<file path="src/rtl/dtc_vote_accum.sv">
// Majority-vote accumulator over WINDOW decision-tree predictions (4 classes, ties to lowest index).
// Optional macro DTC_VOTE_CONF_EN adds the out_conf port carrying the winning vote count.
module dtc_vote_accum #(
    parameter int WINDOW = 16,
    localparam int CNT_W = $clog2(WINDOW + 1)
) (
    input  logic             clk,
    input  logic             rst_n,
    input  logic             clear,
    input  logic             in_valid,
    output logic             in_ready,
    input  logic [1:0]       in_class,
    output logic             out_valid,
    input  logic             out_ready,
    output logic [1:0]       out_class
`ifdef DTC_VOTE_CONF_EN
    ,
    output logic [CNT_W-1:0] out_conf
`endif
);

    typedef enum logic {
        ACCUM = 1'b0,
        EMIT  = 1'b1
    } state_t;

    state_t                  state;
    state_t                  state_nxt;
    logic [3:0][CNT_W-1:0]   cnt;
    logic [3:0][CNT_W-1:0]   cnt_inc;
    logic [CNT_W-1:0]        samp;
    logic                    accept;
    logic                    last;
    logic [1:0]              win_class;

    // Strict greater-than scan so the lowest index keeps a tie.
    function automatic logic [1:0] argmax(input logic [3:0][CNT_W-1:0] c);
        logic [1:0] best;
        best = 2'd0;
        for (int i = 1; i < 4; i++) begin
            if (c[i] > c[best]) best = 2'(i);
        end
        return best;
    endfunction

    always_comb begin
        cnt_inc           = cnt;
        cnt_inc[in_class] = cnt[in_class] + CNT_W'(1);
        win_class         = argmax(cnt_inc);
    end

    always_comb begin
        state_nxt = state;
        in_ready  = 1'b0;
        out_valid = 1'b0;
        case (state)
            ACCUM: begin
                in_ready = !clear;
                if (last) state_nxt = EMIT;
            end
            EMIT: begin
                out_valid = 1'b1;
                if (out_ready) state_nxt = ACCUM;
            end
            default: state_nxt = ACCUM;
        endcase
        if (clear) state_nxt = ACCUM;
    end

    assign accept = in_valid && in_ready;
    assign last   = accept && (samp == CNT_W'(WINDOW - 1));

    always_ff @(posedge clk or negedge rst_n) begin
        if (!rst_n) state <= ACCUM;
        else        state <= state_nxt;
    end

    // Counters and result register; emptied on clear and on the output handshake.
    always_ff @(posedge clk or negedge rst_n) begin
        if (!rst_n) begin
            cnt       <= '0;
            samp      <= '0;
            out_class <= 2'd0;
`ifdef DTC_VOTE_CONF_EN
            out_conf  <= '0;
`endif
        end else if (clear || (out_valid && out_ready)) begin
            cnt       <= '0;
            samp      <= '0;
            out_class <= 2'd0;
`ifdef DTC_VOTE_CONF_EN
            out_conf  <= '0;
`endif
        end else if (accept) begin
            cnt  <= cnt_inc;
            samp <= samp + CNT_W'(1);
            if (last) begin
                out_class <= win_class;
`ifdef DTC_VOTE_CONF_EN
                out_conf  <= cnt_inc[win_class];
`endif
            end
        end
    end

endmodule

</file>
<file path="config.mk">
export PLATFORM = sky130hd
export DESIGN_NAME = dtc_vote_accum
export DESIGN_NICKNAME = d
export VERILOG_FILES = /design/src/rtl/dtc_vote_accum.sv
export SDC_FILE = /design/constraint.sdc
export NUM_CORES = 1
export LEC_CHECK = 0
export CAP_MARGIN = 25
export CORE_UTILIZATION = 50
export CTS_CLUSTER_SIZE = 8
export DETAILED_ROUTE_END_ITERATION = 8
export GPL_TIMING_DRIVEN = 0
export PLACE_DENSITY_LB_ADDON = 0.05
export SETUP_SLACK_MARGIN = 0.3
export SYNTH_ARGS = -nofsm -noshare
export SYNTH_HDL_FRONTEND = slang
export SYNTH_SLANG_ARGS = --single-unit
</file>
<file path="constraint.sdc">
create_clock -name clk -period 9.4 [get_ports clk]
set_clock_uncertainty 0.15 [all_clocks]
set_input_delay 1.88 -clock clk [delete_from_list [all_inputs] [get_ports clk]]
set_output_delay 1.88 -clock clk [all_outputs]
set_load 0.05 [all_outputs]
</file>
==> results of run 1 <==
cell type report:
cell class,instances,area [um^2]
flip-flops and latches,28,700.7
inverters,9,33.78
fillers,406,1879
multi-input cells,220,1559
well taps,52,65.06
clock buffers,3,41.29
repair buffers,10,105.1
plain buffers,14,60.06
through the flow:
step	hold slack (ns)	instance area [um^2]	cells
floorplan	0.2998	2354	271
global placement	0.3177	2509	332
detailed placement	0.3248	2524	333
CTS	0.3464	2565	336
global route	0.3888	2565	336
finish	0.3398	2565	336
registers in the layout (all words and copies together), names as in the netlist:
name	cells
out_class	2
cnt	20
state	1
samp	5
power by group through the flow:
| stage | logic (W) | clock network (W) | registers (W) |
|---|---|---|---|
| floorplan | 0.000115 | 0 | 0.000129 |
| global placement | 0.000150 | 0 | 0.000130 |
| detailed placement | 0.000151 | 0 | 0.000130 |
| CTS | 0.000153 | 0.0000679 | 0.000128 |
| global route | 0.000171 | 0.0000717 | 0.000128 |
| finish | 0.000155 | 0.0000662 | 0.000128 |
path summary, 6_finish.rpt:
kind	startpoint	endpoint	slack, ns	cells after the start
min reg2reg	samp[4]	samp[4]	0.34	2
min in group asynchronous	rst_n	samp[3]	1.73	1
min	samp[4]	samp[4]	0.34	2
max reg2reg	cnt[5]	out_class[0]	2.46	29
max in group asynchronous	rst_n	cnt[12]	6.90	2
max	in_class[1]	out_class[0]	0.71	30
worst reg2reg max path: cells and delay by family, from the launching register on:
kind,cells,cell delay [ns]
simple gates,5,0.74
mux,1,0.54
flops,1,0.47
xor+xnor,1,0.32
compound gates,17,3.12
fa+ha+maj,4,1.25
buf+inv,1,0.24
cell families (layout without fill, tap and decap cells):
family                   Yosys count  after routing  synth area share
AND/OR/NAND/NOR                   93             93            0.1919
XOR/XNOR                          15             15           0.05582
AO/OA/AOI/OAI                     83             83            0.2462
flip-flops                        28             28            0.2977
buffers and inverters             23             36           0.03987
adder cells (fa/ha/maj)           17             17           0.08931
multiplexers                      12             12           0.07921
metal layers:
metal,track usage,wire length (um)
met1,0.3553,2793
met2,0.4196,2826
met3,0.03561,305
met4,0.03556,85
met5,0,0
cells in the final DEF, fill, tap and decap left out, types with 2 or more instances in the layout:
master / count
a22o_1: 8
a41oi_1: 2
nand2_1: 35
a21o_1: 2
o211a_1: 2
o22a_1: 3
nand2b_1: 6
clkbuf_8: 3
nand4_1: 2
mux4_2: 5
nor2b_1: 3
and3_1: 4
xnor2_1: 6
o21a_1: 4
nor3_1: 6
a21oi_2: 2
o22ai_1: 3
o21ai_0: 23
clkdlybuf4s50_1: 9
clkbuf_1: 12
inv_1: 9
nor2_1: 17
mux2i_1: 4
o21ai_1: 2
ha_1: 16
nand3_1: 9
xor2_1: 9
and2_1: 4
a21oi_1: 16
a31oi_1: 3
dfrtp_1: 28
mux2_2: 3
o31ai_1: 4
==> impl_metrics.env, run 1 <==
export IMPL_max_slew_margin=0.5718
export IMPL_path_clk_slew_ns=0.10
export IMPL_slew_viol_final=0
export IMPL_cp_arrival_ns=8.70
export IMPL_synthTopCellsByArea="dfrtp_1, ha_1, nand2_1"
export IMPL_drive_above_1_share=0.07746
export IMPL_p_switching_w=0.0001332
export IMPL_critPathTopFamily="compound AO/OA/AOI/OAI gates"
export IMPL_postLayoutCoreUtil=0.5771
export IMPL_yosysTopAreaCellShare=0.2977
export IMPL_syn_to_final_growth_pct=8.985
export IMPL_period_minus_slack_ns=8.690
export IMPL_cts_sinks=28
export IMPL_yosysUniqueCellTypes=50
export IMPL_hpwl_um=4608
export IMPL_ys_ff_latch=28
export IMPL_clk_latency_ns=0.28
export IMPL_powerDensity_mw_per_mm2=136.0
export IMPL_cts_tree="done"
export IMPL_post_route_period_util=0.9244
export IMPL_fmax_mhz=115.1
export IMPL_die_h_um=70.61
export IMPL_rows=24
export IMPL_path_max_fanout=10
export IMPL_yosys_warnings=0
export IMPL_antenna_found_initial=0
export IMPL_die_w_um=70.61
export IMPL_grt_max_degree=22
export IMPL_syn_inst=271
export IMPL_syn_avg_cell_area_um2=8.685
export IMPL_hold_viol=0
export IMPL_startpoint_type="primary input"
export IMPL_rsz0062_at_grt="false"
export IMPL_insertedDiodeCount=0
export IMPL_grt_total_usage=0.2502
export IMPL_critical_path_required_ns=9.41
export IMPL_routedWlPerCell_um=17.88
export IMPL_p_comb_frac=0.444
export IMPL_nNetsFinal=309
export IMPL_end_kind="flop"
export IMPL_crit_buf_inv=2
export IMPL_numCtsBuffers=3
export IMPL_clkPwrFrac=0.190
export IMPL_tns_ns=0
export IMPL_setup_slack_ns=0.7103
export IMPL_critical_path_max_stage_delay_ns=0.66
export IMPL_p_int_w=0.0002156
export IMPL_holdBufCountCts=0
export IMPL_vias=2127
export IMPL_drc=0
export IMPL_dp_slack_ns=0.5641
export IMPL_cp_slowest_cell="clkdlybuf4s50_1"
export IMPL_status="finished, final reports clean"
export IMPL_root_buffer="clkbuf_8"
export IMPL_gp_congestion=0.8186
export IMPL_synth_edff_count=0
export IMPL_cts_htree_levels=1
export IMPL_cts_setup_buffers=0
export IMPL_drtIter0Drc=213
export IMPL_worstHoldPathType="reg -> reg"
export IMPL_synth_area_mm2=0.002354
export IMPL_power_leakage_nw=1.111
export IMPL_vdd_drop_max_mv=0.08840
export IMPL_setup_violations=0
export IMPL_first_global_vias=1910
export IMPL_first_pass_iters=5
export IMPL_ctsResizeCount=0
export IMPL_synthFlopType="dfrtp_1"
export IMPL_io_buffers=9
export IMPL_ioPinCount=11
export IMPL_synth_common_cells="nand2_1, dfrtp_1, o21ai_0"
export IMPL_core_mm2=0.004444
export IMPL_crit_type="in -> reg"
export IMPL_total_power_w=0.0003488
export IMPL_swShare=0.3819
export IMPL_worst_pin_slew_ns=0.6355
export IMPL_synth_top_area_cell="dfrtp_1"
export IMPL_initial_core_util=0.5296
export IMPL_ys_seq_area_frac=0.2977
export IMPL_viasPerCell=6.330
export IMPL_max_cap_violations=0
export IMPL_seqPwrFrac=0.366
export IMPL_ant_nets=0
export IMPL_syn_nets=294
export IMPL_yosysMostFrequentCell="nand2_1"
export IMPL_overflow=0
export IMPL_dieArea_mm2=0.004985
export IMPL_async_flop_share=1.000
export IMPL_clockBufferDepth=2
export IMPL_grt_pass1_wl_um=9687
export IMPL_routed_wl_um=6009
No activity file was read; power rests on OpenSTA's default activity.
==> run 2, diff against run 1 <==
CORE_MARGIN = 5   (was default)
RECOVER_POWER = 50   (was default)
==> impl_metrics.env, run 2 (synthesis results as in run 1) <==
export IMPL_powerDensity_mw_per_mm2=145.4
export IMPL_io_buffers=9
export IMPL_path_clk_slew_ns=0.10
export IMPL_cp_arrival_ns=8.33
export IMPL_postLayoutCoreUtil=0.5549
export IMPL_core_mm2=0.004661
export IMPL_grt_max_degree=21
export IMPL_slew_viol_final=0
export IMPL_vias=2119
export IMPL_routed_wl_um=6282
export IMPL_clk_latency_ns=0.28
export IMPL_rsz0062_at_grt="false"
export IMPL_crit_type="in -> reg"
export IMPL_final_cell_mix="nand2_1, dfrtp_1, o21ai_0"
export IMPL_worst_pin_slew_ns=1.136
export IMPL_vdd_drop_max_mv=0.09827
export IMPL_fmax_mhz=120.4
export IMPL_grt_total_usage=0.2220
export IMPL_cp_endpoint="out_class[0]"
export IMPL_largest_reg_flops=20
export IMPL_nNetsFinal=309
export IMPL_dieArea_mm2=0.006179
export IMPL_cts_htree_levels=1
export IMPL_top_register="cnt"
export IMPL_hold_viol=0
export IMPL_r2r_end="out_class[0]"
export IMPL_worstHoldPathType="reg -> reg"
export IMPL_clockBufferDepth=2
export IMPL_tns_ns=0
export IMPL_setup_violations=0
export IMPL_max_slew_margin=0.2425
export IMPL_critical_path_required_ns=9.42
export IMPL_whs_ns=0.3511
export IMPL_ctsResizeCount=0
export IMPL_r2r_start="cnt[5]"
export IMPL_root_buffer="clkbuf_8"
export IMPL_drive_above_1_share=0.07719
export IMPL_rows=25
export IMPL_ff2ff_path_depth=28
export IMPL_drtIter0Drc=143
export IMPL_overflow=0
export IMPL_antenna_found_initial=0
export IMPL_total_power_w=0.0003759
export IMPL_grt_pass1_wl_um=10780
export IMPL_initial_core_util=0.5050
export IMPL_hpwl_um=4789
export IMPL_end_kind="flop"
export IMPL_top_regs="cnt: 20 flops, samp: 5 flops, out_class: 2 flops"
export IMPL_die_h_um=78.61
export IMPL_numCtsBuffers=3
export IMPL_drc=0
export IMPL_max_cap_violations=0
export IMPL_post_route_period_util=0.8835
export IMPL_status="finished, final reports clean"
export IMPL_syn_to_final_growth_pct=9.888
export IMPL_cts_tree="done"
export IMPL_cts_setup_buffers=0
export IMPL_cts_sinks=28
export IMPL_viasPerCell=6.251
export IMPL_ant_nets=0
export IMPL_insertedDiodeCount=0
export IMPL_routedWlPerCell_um=18.53
export IMPL_holdBufCountCts=0
export IMPL_startpoint_type="primary input"
export IMPL_first_global_vias=2079
export IMPL_first_pass_iters=5
export IMPL_final_common_cell="nand2_1"
export IMPL_gp_congestion=0.8677
export IMPL_power_leakage_nw=1.120
export IMPL_cp_slowest_cell="clkdlybuf4s50_1"
export IMPL_ioPinCount=11
export IMPL_die_w_um=78.61
export IMPL_critical_path_max_stage_delay_ns=0.63
export IMPL_reg2reg_slack_ns=2.79
export IMPL_path_max_fanout=10
export IMPL_period_minus_slack_ns=8.305
export IMPL_timing_critical_path_from="in_class[1]"
run 2: cell count changes in the layout (fill, tap and decap cells not counted):
cell and delta:
clkbuf_1 +1, clkdlybuf4s50_1 -3, buf_8 -1, dlygate4sd3_1 +3, bufinv_16 +1
run 2: final cells by class:
type | count | area, um^2
buffer | 14 | 60.06
clock buffer | 3 | 41.29
clock inverter | 1 | 30.03
fill | 442 | 2074
inverter | 9 | 33.78
multi-input combinational | 220 | 1559
sequential | 28 | 700.7
tap | 54 | 67.56
timing repair buffer | 10 | 93.84
run 2: worst min-delay path by stage:
stage | startpoint | end | slack (ns) | depth (start not counted)
detailed placement | samp[4] | samp[4] | 0.33 | 2
floorplan | samp[4] | samp[4] | 0.30 | 2
global placement | samp[4] | samp[4] | 0.32 | 2
finish | samp[4] | samp[4] | 0.35 | 2
CTS | samp[4] | samp[4] | 0.36 | 2
global route | samp[1] | samp[1] | 0.42 | 1
run 2: metal layers:
| metal | vias up | wire (um) | global-route usage |
|---|---|---|---|
| met1 | 1032 | 2969 | 0.3019 |
| met3 | 6 | 293 | 0.03440 |
| met4 | 0 | 67 | 0.04895 |
| met5 | - | 0 | 0 |
| li1 | 1017 | - | - |
| met2 | 64 | 2951 | 0.3710 |
run 2: critical path, delay by kind of cell:
family / cells / cell delay (ns)
AOI/OAI and AO/OA: 17 / 2.87
adders and majority gates: 4 / 1.26
buffers and inverters: 2 / 0.98
and+or+nand+nor: 5 / 0.71
muxes: 1 / 0.34
xor gates and xnor gates: 1 / 0.24
run 2: per-stage QoR:
step | cells | setup slack [ns] | instance area (um^2)
after floorplan | 271 | 2.000 | 2354
after global placement | 334 | 0.9192 | 2511
after detailed placement | 335 | 0.9084 | 2539
after CTS | 339 | 1.161 | 2610
after global routing | 339 | 0.5909 | 2586
final | 339 | 1.095 | 2586
run 2: report_power, final:
group	internal [W]	switching, W	total (W)
combinational	0.0000618	0.0000880	0.000150
clock	0.0000571	0.0000414	0.0000985
sequential	0.000124	0.00000366	0.000128
